File: config.mk
export PLATFORM = sky130hd
export DESIGN_NAME = serial_subtractor
export DESIGN_NICKNAME = d
export VERILOG_FILES = /design/src/rtl/serial_sub_pkg.sv /design/src/rtl/full_sub_bit.sv /design/src/rtl/serial_subtractor.sv
export SDC_FILE = /design/constraint.sdc
export NUM_CORES = 1
export LEC_CHECK = 0
export BUFFER_PORTS_ARGS = -buffer_cell sky130_fd_sc_hd__buf_2
export CAP_MARGIN = 10
export CELL_PAD_IN_SITES_DETAIL_PLACEMENT = 0
export CELL_PAD_IN_SITES_GLOBAL_PLACEMENT = 1
export CORE_UTILIZATION = 39
export CTS_BUF_LIST = sky130_fd_sc_hd__clkbuf_16
export DETAILED_ROUTE_END_ITERATION = 10
export GPL_ROUTABILITY_DRIVEN = 0
export GPL_TIMING_DRIVEN = 0
export MAX_ROUTING_LAYER = met4
export PLACE_DENSITY_LB_ADDON = 0.1
export SYNTH_ARGS = -nofsm -noshare
export SYNTH_HDL_FRONTEND = slang
export SYNTH_HIERARCHICAL = 1
export SYNTH_SLANG_ARGS = --single-unit
File: constraint.sdc
create_clock -name clk -period 1.6 [get_ports clk]
set_input_delay 0.32 -clock clk [delete_from_list [all_inputs] [get_ports clk]]
set_output_delay 0.32 -clock clk [all_outputs]
set_load 0.02 [all_outputs]
File: src/rtl/serial_sub_pkg.sv
// +----------------------------------------------------------------------------+
// | serial_sub_pkg                                                             |
// | Shared FSM state encoding and counter sizing for serial_subtractor.        |
// | Rev 1.0                                                                    |
// +----------------------------------------------------------------------------+
`default_nettype none

package serial_sub_pkg;

    typedef enum logic [1:0] {
        ST_IDLE  = 2'd0,
        ST_SHIFT = 2'd1,
        ST_DONE  = 2'd2
    } state_t;

    // Bit counter must hold the value WIDTH without wrapping.
    function automatic int cnt_width(input int width);
        return $clog2(width + 1);
    endfunction

endpackage

`default_nettype wire

File: src/rtl/full_sub_bit.sv
// +----------------------------------------------------------------------------+
// | full_sub_bit                                                               |
// | Combinational one-bit full subtractor: d = a - b - bin, bout = borrow.     |
// | Rev 1.0                                                                    |
// +----------------------------------------------------------------------------+
`default_nettype none

module full_sub_bit (
    input  logic a,
    input  logic b,
    input  logic bin,
    output logic d,
    output logic bout
);

    assign d    = a ^ b ^ bin;
    assign bout = (~a & b) | (~(a ^ b) & bin);

endmodule

`default_nettype wire

File: src/rtl/serial_subtractor.sv
// +----------------------------------------------------------------------------+
// | serial_subtractor                                                          |
// | Bit-serial a - b, LSB first, one full-subtractor cell, valid/ready I/O.    |
// | Optional signed-overflow output enabled by SERIAL_SUB_OVERFLOW_EN.         |
// | Rev 1.0                                                                    |
// +----------------------------------------------------------------------------+
`default_nettype none

module serial_subtractor
    import serial_sub_pkg::*;
#(
    parameter int WIDTH = 8
) (
    input  logic             clk,
    input  logic             rst_n,
    input  logic             in_valid,
    output logic             in_ready,
    input  logic [WIDTH-1:0] a,
    input  logic [WIDTH-1:0] b,
    output logic             out_valid,
    input  logic             out_ready,
    output logic [WIDTH-1:0] diff,
    output logic             borrow
`ifdef SERIAL_SUB_OVERFLOW_EN
    ,
    output logic             overflow
`endif
);

    localparam int                 c_cnt_w = cnt_width(WIDTH);
    localparam logic [c_cnt_w-1:0] c_last  = c_cnt_w'(WIDTH - 1);

    state_t             r_state;
    state_t             w_state_nxt;
    logic               r_live;
    logic [WIDTH-1:0]   r_a;
    logic [WIDTH-1:0]   r_b;
    logic [WIDTH-1:0]   r_diff;
    logic [WIDTH-1:0]   w_diff_nxt;
    logic               r_bor;
    logic [c_cnt_w-1:0] r_cnt;
    logic               w_d;
    logic               w_bout;
    logic               w_load;
    logic               w_last;

    full_sub_bit u_cell (
        .a    (r_a[0]),
        .b    (r_b[0]),
        .bin  (r_bor),
        .d    (w_d),
        .bout (w_bout)
    );

    // r_live keeps in_ready low while reset is asserted even though the FSM sits in IDLE.
    assign in_ready  = r_live && (r_state == ST_IDLE);
    assign out_valid = (r_state == ST_DONE);
    assign w_load    = in_valid && in_ready;
    assign w_last    = (r_cnt == c_last);
    assign diff      = r_diff;
    assign borrow    = r_bor;

    always_ff @(posedge clk or negedge rst_n) begin
        if (!rst_n) begin
            r_state <= ST_IDLE;
            r_live  <= 1'b0;
        end else begin
            r_state <= w_state_nxt;
            r_live  <= 1'b1;
        end
    end

    always_comb begin
        w_state_nxt = r_state;
        unique case (r_state)
            ST_IDLE:  if (w_load)    w_state_nxt = ST_SHIFT;
            ST_SHIFT: if (w_last)    w_state_nxt = ST_DONE;
            ST_DONE:  if (out_ready) w_state_nxt = ST_IDLE;
            default:                 w_state_nxt = ST_IDLE;
        endcase
    end

    // New result bit enters at the MSB so the LSB-first stream lands in place.
    always_comb begin
        w_diff_nxt            = r_diff >> 1;
        w_diff_nxt[WIDTH-1]   = w_d;
    end

    always_ff @(posedge clk or negedge rst_n) begin
        if (!rst_n) begin
            r_a    <= '0;
            r_b    <= '0;
            r_diff <= '0;
            r_bor  <= 1'b0;
            r_cnt  <= '0;
        end else if (w_load) begin
            r_a    <= a;
            r_b    <= b;
            r_bor  <= 1'b0;
            r_cnt  <= '0;
        end else if (r_state == ST_SHIFT) begin
            r_a    <= r_a >> 1;
            r_b    <= r_b >> 1;
            r_diff <= w_diff_nxt;
            r_bor  <= w_bout;
            r_cnt  <= r_cnt + 1'b1;
        end
    end

`ifdef SERIAL_SUB_OVERFLOW_EN
    logic r_a_msb;
    logic r_b_msb;
    logic r_ovf;

    assign overflow = r_ovf;

    // The MSB result bit is produced on the last shift; overflow is decided then.
    always_ff @(posedge clk or negedge rst_n) begin
        if (!rst_n) begin
            r_a_msb <= 1'b0;
            r_b_msb <= 1'b0;
            r_ovf   <= 1'b0;
        end else if (w_load) begin
            r_a_msb <= a[WIDTH-1];
            r_b_msb <= b[WIDTH-1];
            r_ovf   <= 1'b0;
        end else if ((r_state == ST_SHIFT) && w_last) begin
            r_ovf   <= (r_a_msb ^ r_b_msb) & (r_a_msb ^ w_d);
        end
    end
`endif

endmodule

`default_nettype wire

==> impl_metrics.json, run 1 <==
{
  "die_area_um2": 3930,
  "route.vias.total": 984,
  "synth.distinct_cells": 22,
  "timing.rr.start": "r_state[1]",
  "grt_setup_unrepaired": "false",
  "path_buf_inv": 1,
  "crit_path_max_fanout": 5,
  "placed_area_um2": 1640,
  "ios": 31,
  "worst_path_largest_cell_delay_ps": 420,
  "critPathLaunch": "r_state[0]",
  "grt_pass1_vias": 991,
  "ff2ff_setup_slack_ps": 300,
  "hold_class": "primary input to async pin",
  "clock-root-buffer": "clkbuf_16",
  "rows": 21,
  "fin_crit_sh_pct": 86.9,
  "cts_buffer_depth": 2,
  "final_util_pct": 51.7,
  "cts_tree": "done",
  "ys_ff_latch": 32,
  "core_area_um2": 3440,
  "grtUsageTotal_pct": 16.0,
  "p_leak_nw": 0.871,
  "endpoint": "in_ready",
  "period_needed_ps": 1390,
  "wirelength_um": 2520,
  "dpl.hpwl_um": 1850,
  "syn_nets": 145,
  "report.final.slew_viol_count": 0,
  "antenna_found_initial": 0,
  "n_antenna_cell": 0,
  "ctsHoldBuffers": 0,
  "synthToLayoutAreaGrowth_pct": 23.8,
  "ir_drop_mv": 0.651,
  "cts_setup_buffers": 0,
  "first_pass_iters": 4,
  "cp-end-kind": "primary output",
  "run_status": "completed",
  "port_buffers": 30,
  "startpoint_type": "flop",
  "cap_violations": 0,
  "start_util_pct": 41.7,
  "avgSynthCellArea_um2": 11.7,
  "syn_area_um2": 1440,
  "worst_skew_pair.late_latency_ps": 270,
  "synth_cells": 123,
  "wl_per_cell_um": 12.2,
  "crit_slowest_cell": "dfrtp_1",
  "clkSlewWorstSetupHoldPaths_ps": 50,
  "worstPathRequired_ps": 1280,
  "critPathTopFamily": "flip-flops",
  "grt_max_degree": 33,
  "setup_viol": 0,
  "skew_ps": 4.38,
  "cts_resized": 0,
  "worst_ep_arrival_time_ps": 1070,
  "nets": 182,
  "final_area_um2": 1780,
  "ys_seq_area_share_pct": 55.7,
  "htree_levels": 2,
  "grt_overflow_total": 0,
  "drt_iter0_drc": 51,
  "relSlewSlack_pct": 53.8,
  "synth_warnings": 6,
  "path_cells": "nor3b_1 > buf_2",
  "cp.depth": 2,
  "hold_viol_final": 0,
  "post_drt_via_cell_ratio": 4.78,
  "die_w_um": 62.7,
  "grt_pass1_wl_um": 4640,
  "ant_nets": 0,
  "clkSinkCount": 32,
  "drive_gt1_share_pct": 32.5,
  "tns_ps": 0,
  "path_class": "flop to primary output",
  "tightestPinTransition_ps": 693,
  "cts-buffers-inserted": 5,
  "r2r_cells": 5,
  "r2r-end": "r_a[1]",
  "die_h_um": 62.7,
  "drc": 0,
  "fmax_mhz": 719,
  "power.density_nw_per_um2": 2070
}
-- worst min-delay path by stage --
stage	depth (start not counted)	slack [ps]	from	end
2_1_floorplan	0	20	rst_n	borrow
3_3_place_gp	1	400	rst_n	diff[4]
3_5_place_dp	1	410	rst_n	diff[3]
4_1_cts	1	120	rst_n	diff[0]
5_1_grt	1	150	rst_n	diff[0]
6_report	1	100	rst_n	diff[0]
-- cells by family after synthesis --
| group | Yosys count | share of synthesized area, % |
|---|---|---|
| DFF | 32 | 55.7 |
| and+or+nand+nor | 32 | 10.1 |
| muxes | 25 | 18.1 |
| AOI/OAI and AO/OA | 18 | 6.71 |
| buffers and inverters | 11 | 5.57 |
| adders and majority gates | 2 | 2.26 |
| xor gates and xnor gates | 2 | 1.22 |
| other | 1 | 0.261 |
-- through the flow --
stage | instances | total power, W | setup slack [ps] | hold slack, ps
after floorplan | 123 | 0.00248 | 288 | 24.4
after global placement | 199 | 0.00280 | 353 | 403
after detailed placement | 199 | 0.00288 | 320 | 405
after CTS | 206 | 0.00375 | 203 | 119
after global routing | 206 | 0.00399 | 128 | 153
final | 206 | 0.00368 | 209 | 99.1
-- report_power, final --
part / total (W) / switching, W / internal [W]
Combinational: 0.00142 / 0.000728 / 0.000696
Sequential: 0.00140 / 0.000225 / 0.00118
Clock: 0.000853 / 0.000296 / 0.000556
-- synthesized netlist by cell type --
library cell / number / share of area, %
and4bb_2: 1 / 0.87
buf_2: 1 / 0.35
buf_4: 2 / 1.0
buf_6: 4 / 3.1
conb_1: 1 / 0.26
dfrtp_1: 32 / 56
fa_1: 1 / 1.4
ha_1: 1 / 0.87
inv_1: 4 / 1.0
mux2_2: 8 / 6.3
mux2i_1: 17 / 12
nand2_1: 19 / 5.0
nand2b_1: 3 / 1.3
nand3_1: 1 / 0.35
nand3b_1: 1 / 0.52
nor2_1: 6 / 1.6
nor3b_1: 1 / 0.52
o21ai_0: 12 / 4.2
o21ai_1: 4 / 1.4
o21bai_1: 1 / 0.52
o32ai_1: 1 / 0.61
xor2_1: 2 / 1.2
-- routing by layer --
layer | global-route usage (%) | part of all wire [%]
met5 | - | 0
met4 | 8.72 | 0.71
met3 | 3.65 | 3.7
met2 | 24.7 | 52
met1 | 19.2 | 43
-- area by class of cell --
cell class	instances	area (um^2)
plain buffers	7	65.1
clock buffers	5	125
clock inverters	2	8.76
fillers	349	1660
inverters	4	15.0
multi-input cells	80	556
flip-flops and latches	32	801
well taps	46	57.6
repair buffers	30	150
-- sequential cells by signal (all words and copies together) (netlist names) --
register,count
r_live,1
diff,8
r_b,8
r_cnt,4
r_a,8
r_state,2
borrow,1
-- cells in the final DEF (no fill, tap or decap), drive strengths merged, types with 2 or more instances in the layout --
| cell type | n |
|---|---|
| nor2 | 6 |
| inv | 5 |
| o21ai | 16 |
| nand2 | 19 |
| mux2i | 17 |
| mux2 | 8 |
| nand2b | 3 |
| dfrtp | 32 |
| buf | 37 |
| clkbuf | 5 |
| xor2 | 2 |
Power figures use the tool's default switching activity.
==> run 2, diff against run 1 <==
Settings changed: SKIP_CTS_REPAIR_TIMING set to 1, SYNTH_HIERARCHICAL 1 to not set.
==> run 2 against run 1 <==
Net effect:
- clock skew decreased by 2.6 ps
- total power decreased by 3.6%
- clock power decreased by 3.4%
- non-clock buffer count increased by 2
- wire length increased by 2.9%
- count of clock-buffer cells in the layout unchanged
- via count increased by 8.4%
- critical path depth unchanged
- synthesized cell count increased by 16%
- largest cell class unchanged
==> impl_metrics.json, run 2 <==
{
  "run_status": "completed",
  "setup_viol": 0,
  "cts_buffer_depth": 2,
  "ys_seq_area_share_pct": 55.6,
  "ant_nets": 0,
  "worst_path_largest_cell_delay_ps": 420,
  "worst_ep_arrival_time_ps": 1160,
  "syn_nets": 165,
  "crit_slowest_cell": "dfrtp_1",
  "synth_warnings": 0,
  "ir_drop_mv": 0.700,
  "die_w_um": 62.8,
  "die_area_um2": 3940,
  "tightestPinTransition_ps": 695,
  "port_buffers": 30,
  "ios": 31,
  "setup_ws_ps": 117,
  "power.density_nw_per_um2": 2000,
  "ys_top_cells_by_area": "dfrtp_1 (56%), nand2_1 (12%), mux2i_1 (9.7%)",
  "p_leak_nw": 0.904,
  "synth_area_leader_cell": "dfrtp_1",
  "crit_path_max_fanout": 6,
  "drt_iter0_drc": 49,
  "htree_levels": 2,
  "clock-root-buffer": "clkbuf_16",
  "nets": 202,
  "dpl.hpwl_um": 1820,
  "place_ws_ps": 274,
  "antenna_found_initial": 0,
  "wl_per_cell_um": 11.6,
  "tns_ps": 0,
  "post_drt_via_cell_ratio": 4.76,
  "synthToLayoutAreaGrowth_pct": 23.1,
  "synth.most_common_cell": "nand2_1",
  "hold_viol_final": 0,
  "final_common_cell": "nand2_1",
  "worst_skew_pair.late_latency_ps": 270,
  "cts-buffers-inserted": 5,
  "path_buf_inv": 1,
  "synthFlopType": "dfrtp_1",
  "path_class": "flop to primary output",
  "grt_pass1_wl_um": 4560,
  "cp-end-kind": "primary output",
  "rows": 21,
  "relSlewSlack_pct": 53.7,
  "cap_violations": 0,
  "core_area_um2": 3440,
  "period_needed_ps": 1480,
  "critPathTopFamily": "flip-flops",
  "start_util_pct": 41.9,
  "clkSlewWorstSetupHoldPaths_ps": 40,
  "skew_ps": 1.78,
  "synth_cells": 143,
  "grt_max_degree": 33,
  "drc": 0,
  "avgSynthCellArea_um2": 10.1,
  "final_cell_mix": "nand2_1 (46), buf_2 (34), dfrtp_1 (32)",
  "grt_overflow_total": 0,
  "synth_top_area_share_pct": 55.6,
  "startpoint_type": "flop",
  "wirelength_um": 2600,
  "first_pass_iters": 4,
  "grtUsageTotal_pct": 15.7,
  "path_cells": "nor3b_1 > buf_2",
  "grt_setup_unrepaired": "false",
  "synth_edf_count": 0,
  "drive_gt1_share_pct": 24.7,
  "route.vias.total": 1067,
  "syn_area_um2": 1440,
  "fmax_mhz": 674,
  "synthTopCellsByCount": "nand2_1 (46), dfrtp_1 (32), mux2i_1 (14)",
  "ys_async_sr_fraction_pct": 100,
  "n_antenna_cell": 0,
  "worstPathRequired_ps": 1280,
  "hold_class": "primary input to async pin",
  "synth.distinct_cells": 26,
  "ys_ff_latch": 32,
  "clkSinkCount": 32,
  "report.final.slew_viol_count": 0,
  "fin_crit_sh_pct": 92.7,
  "cts_tree": "done",
  "grt_pass1_vias": 1058,
  "die_h_um": 62.8
}
[run 2: cell count changes after synthesis, moves of 3 or more]
cell     delta
o21ai_1     +6
o21ai_0     -4
mux2_2      -8
buf_2       +3
nand2_1    +27
mux2i_1     -3
[run 2: where the power goes]
group          total [W]  leakage (nW)  internal [W]  switching, W
clock           0.000824        0.0616      0.000545      0.000278
sequential       0.00136         0.408       0.00115      0.000217
combinational    0.00136         0.434      0.000595      0.000766
[run 2: metrics by stage]
step                      util [%]  total power [W]  cells  hold slack [ps]  area [um^2]
after floorplan                  -          0.00239    143             24.4         1440
after global placement        47.9          0.00272    219              409         1650
after detailed placement      47.9          0.00276    219              409         1650
after CTS                     51.5          0.00362    224              130         1770
after global routing          51.5          0.00384    224              168         1770
final                         51.5          0.00355    224             91.2         1770
[run 2: path summary, 6_finish.rpt]
path	start	endpoint	slack, ps	depth (start not counted)
min in group clk	a[5]	r_a[5]	250	3
max in group asynchronous	rst_n	r_b[3]	1050	1
worst min register to register	diff[0]	diff[0]	480	2
worst max-delay path	r_state[0]	in_ready	120	2
worst min-delay path	rst_n	r_state[1]	90	1
worst max register to register	r_state[1]	r_b[7]	270	5
[run 2: cell families after synthesis]
logic type / Yosys count / share of synthesized area (%)
AO/OA/AOI/OAI: 22 / 8.07
XOR/XNOR: 2 / 1.22
AND/OR/NAND/NOR: 58 / 17.1
multiplexers: 14 / 9.72
adder cells (fa/ha/maj): 2 / 2.26
flip-flops: 32 / 55.6
buffers and inverters: 12 / 5.82
other: 1 / 0.260
[run 2: per-layer routing]
metal  global-route usage [%]  wire length (um)  up-vias
met4                     6.10                18        0
met1                     18.8              1220      502
met3                     6.02               141        2
met2                     23.9              1220       24
li1                         -                 -      539
met5                        -                 0        -
[run 2: final cells by class]
cell class                 count  area [um^2]
fill                         336         1670
sequential                    32          801
multi-input combinational     99          557
timing repair buffer          30          150
clock buffer                   5          125
buffer                         9         72.6
tap                           46         57.6
inverter                       3         11.3
[run 2: worst register-to-register path: cells and delay by family (launching register included)]
family	cells	cell delay, ps
DFF	1	420
and+or+nand+nor	2	380
buffers and inverters	2	390
AOI/OAI and AO/OA	1	70
==> run 3, diff against run 2 <==
Settings changed: BUFFER_PORTS_ARGS -buffer_cell sky130_fd_sc_hd__buf_2 to not set, CELL_PAD_IN_SITES_DETAIL_PLACEMENT 0 to 1, CELL_PAD_IN_SITES_GLOBAL_PLACEMENT 1 to 2, CORE_UTILIZATION 39 to 38, DONT_BUFFER_PORTS set to 1.
==> run 3 against run 2 <==
Net effect:
- clock skew up 1.0 ps
- worst hold slack better by 74 ps
- sequential power rose by 12%
- register-to-register slack worse by 20 ps
- final area is 5.7% lower
- first-iteration DRC count decreased by 63%
- final cell count shrank 10%
- global-route usage rose by 2.6 points
- combinational power down 16%
- die area up 2.5%
- sequential share of layout area rose by 2.7 points
- critical path type unchanged
==> impl_metrics.json, run 3 (same netlist as run 2, synthesis figures left out) <==
{
  "min_from": "b[1]",
  "start_util_pct": 39.4,
  "hold_class": "primary input to flop",
  "ff2ff_setup_slack_ps": 250,
  "fmax_mhz": 680,
  "grt_setup_unrepaired": "false",
  "ant_nets": 0,
  "fin_crit_sh_pct": 91.9,
  "report.final.slew_viol_count": 0,
  "nets": 174,
  "setup_ws_ps": 130,
  "path_cells": "nor2b_1",
  "run_status": "completed",
  "power.density_nw_per_um2": 2120,
  "grt_max_degree": 33,
  "route.vias.total": 1002,
  "crit_slowest_cell": "nor2b_1",
  "p_int_w": 0.00222,
  "crit_path_max_fanout": 6,
  "post_drt_via_cell_ratio": 4.99,
  "path_class": "flop to primary output",
  "final_area_um2": 1670,
  "grtUsageTotal_pct": 18.3,
  "n_antenna_cell": 0,
  "synthToLayoutAreaGrowth_pct": 16.1,
  "first_pass_iters": 3,
  "ir_drop_mv": 0.588,
  "setup_viol": 0,
  "period_needed_ps": 1470,
  "clkSinkCount": 32,
  "grt_pass1_vias": 1109,
  "hold_viol_final": 0,
  "cp-end-kind": "primary output",
  "dpl.hpwl_um": 1980,
  "drc": 0,
  "timing.rr.start": "r_state[1]",
  "die_w_um": 63.6,
  "cts_tree": "done",
  "port_buffers": 0,
  "worst_path_largest_cell_delay_ps": 450,
  "htree_levels": 2,
  "swShare_pct": 37.2,
  "multi_input_area_um2": 562,
  "final_cell_mix": "nand2_1 (46), dfrtp_1 (32), mux2i_1 (14)",
  "worstPathRequired_ps": 1280,
  "grt_overflow_total": 0,
  "wirelength_um": 2990,
  "rows": 22,
  "die_area_um2": 4040,
  "antenna_found_initial": 0,
  "power_frac_seq_pct": 42.8,
  "holdWs_ps": 165,
  "drive_gt1_share_pct": 10.5,
  "cts_buffer_depth": 2,
  "final-seq-area_um2": 801,
  "place_ws_ps": 204,
  "drt_iter0_drc": 18,
  "p_leak_nw": 0.806,
  "ios": 31,
  "skew_ps": 2.82,
  "clkSlewWorstSetupHoldPaths_ps": 50,
  "combinationalPowerShare_pct": 32.1,
  "clkPwrFrac_pct": 25.1,
  "fillers": 407,
  "core_area_um2": 3660,
  "critPathTopFamily": "simple AND/OR/NAND/NOR gates",
  "startpoint_type": "flop",
  "cap_violations": 0,
  "clock-root-buffer": "clkbuf_16",
  "path_buf_inv": 0,
  "final_util_pct": 45.7,
  "worst_ep_arrival_time_ps": 1150,
  "netSwitchingPower_w": 0.00132,
  "cts-buffers-inserted": 5,
  "placed_area_um2": 1500,
  "power.total_w": 0.00354,
  "wl_per_cell_um": 14.9,
  "final_common_cell": "nand2_1",
  "worst_skew_pair.late_latency_ps": 280,
  "grt_pass1_wl_um": 5290,
  "die_h_um": 63.6,
  "critPathLaunch": "r_state[1]"
}
[run 3: per-stage QoR]
step / TNS (ps) / instances
floorplan: 0 / 143
global placement: 0 / 191
detailed placement: 0 / 191
CTS: -99.5 / 199
global route: 0 / 201
finish: 0 / 201
[run 3: routing by layer]
metal,global-route usage (%),vias up,share of wire [%]
li1,-,480,-
met1,21.8,489,46
met2,27.3,24,46
met3,5.25,9,5.0
met4,11.1,0,3.2
met5,-,-,0
[run 3: path summary, 6_finish.rpt]
check,depth (start not counted),to
worst max-delay path,1,out_valid
worst min-delay path,2,r_b[1]
worst max register to register,5,r_b[7]
worst min register to register,2,r_a[7]
max in group asynchronous,2,r_b[5]
min in group asynchronous,2,r_state[1]
[run 3: final cells by class]
cell class,count,area share [%]
clock buffer,5,7.48
timing repair buffer,2,1.80
sequential,32,47.9
clock inverter,3,0.673
inverter,3,0.673
buffer,9,4.34
tap,48,3.59
multi-input combinational,99,33.6
[run 3: power by group through the flow]
stage | registers [W] | logic, W | clock network (W)
floorplan | 0.00145 | 0.000935 | 0
global placement | 0.00151 | 0.00109 | 0
detailed placement | 0.00153 | 0.00114 | 0
CTS | 0.00152 | 0.00114 | 0.000916
global route | 0.00156 | 0.00133 | 0.000945
finish | 0.00152 | 0.00114 | 0.000889
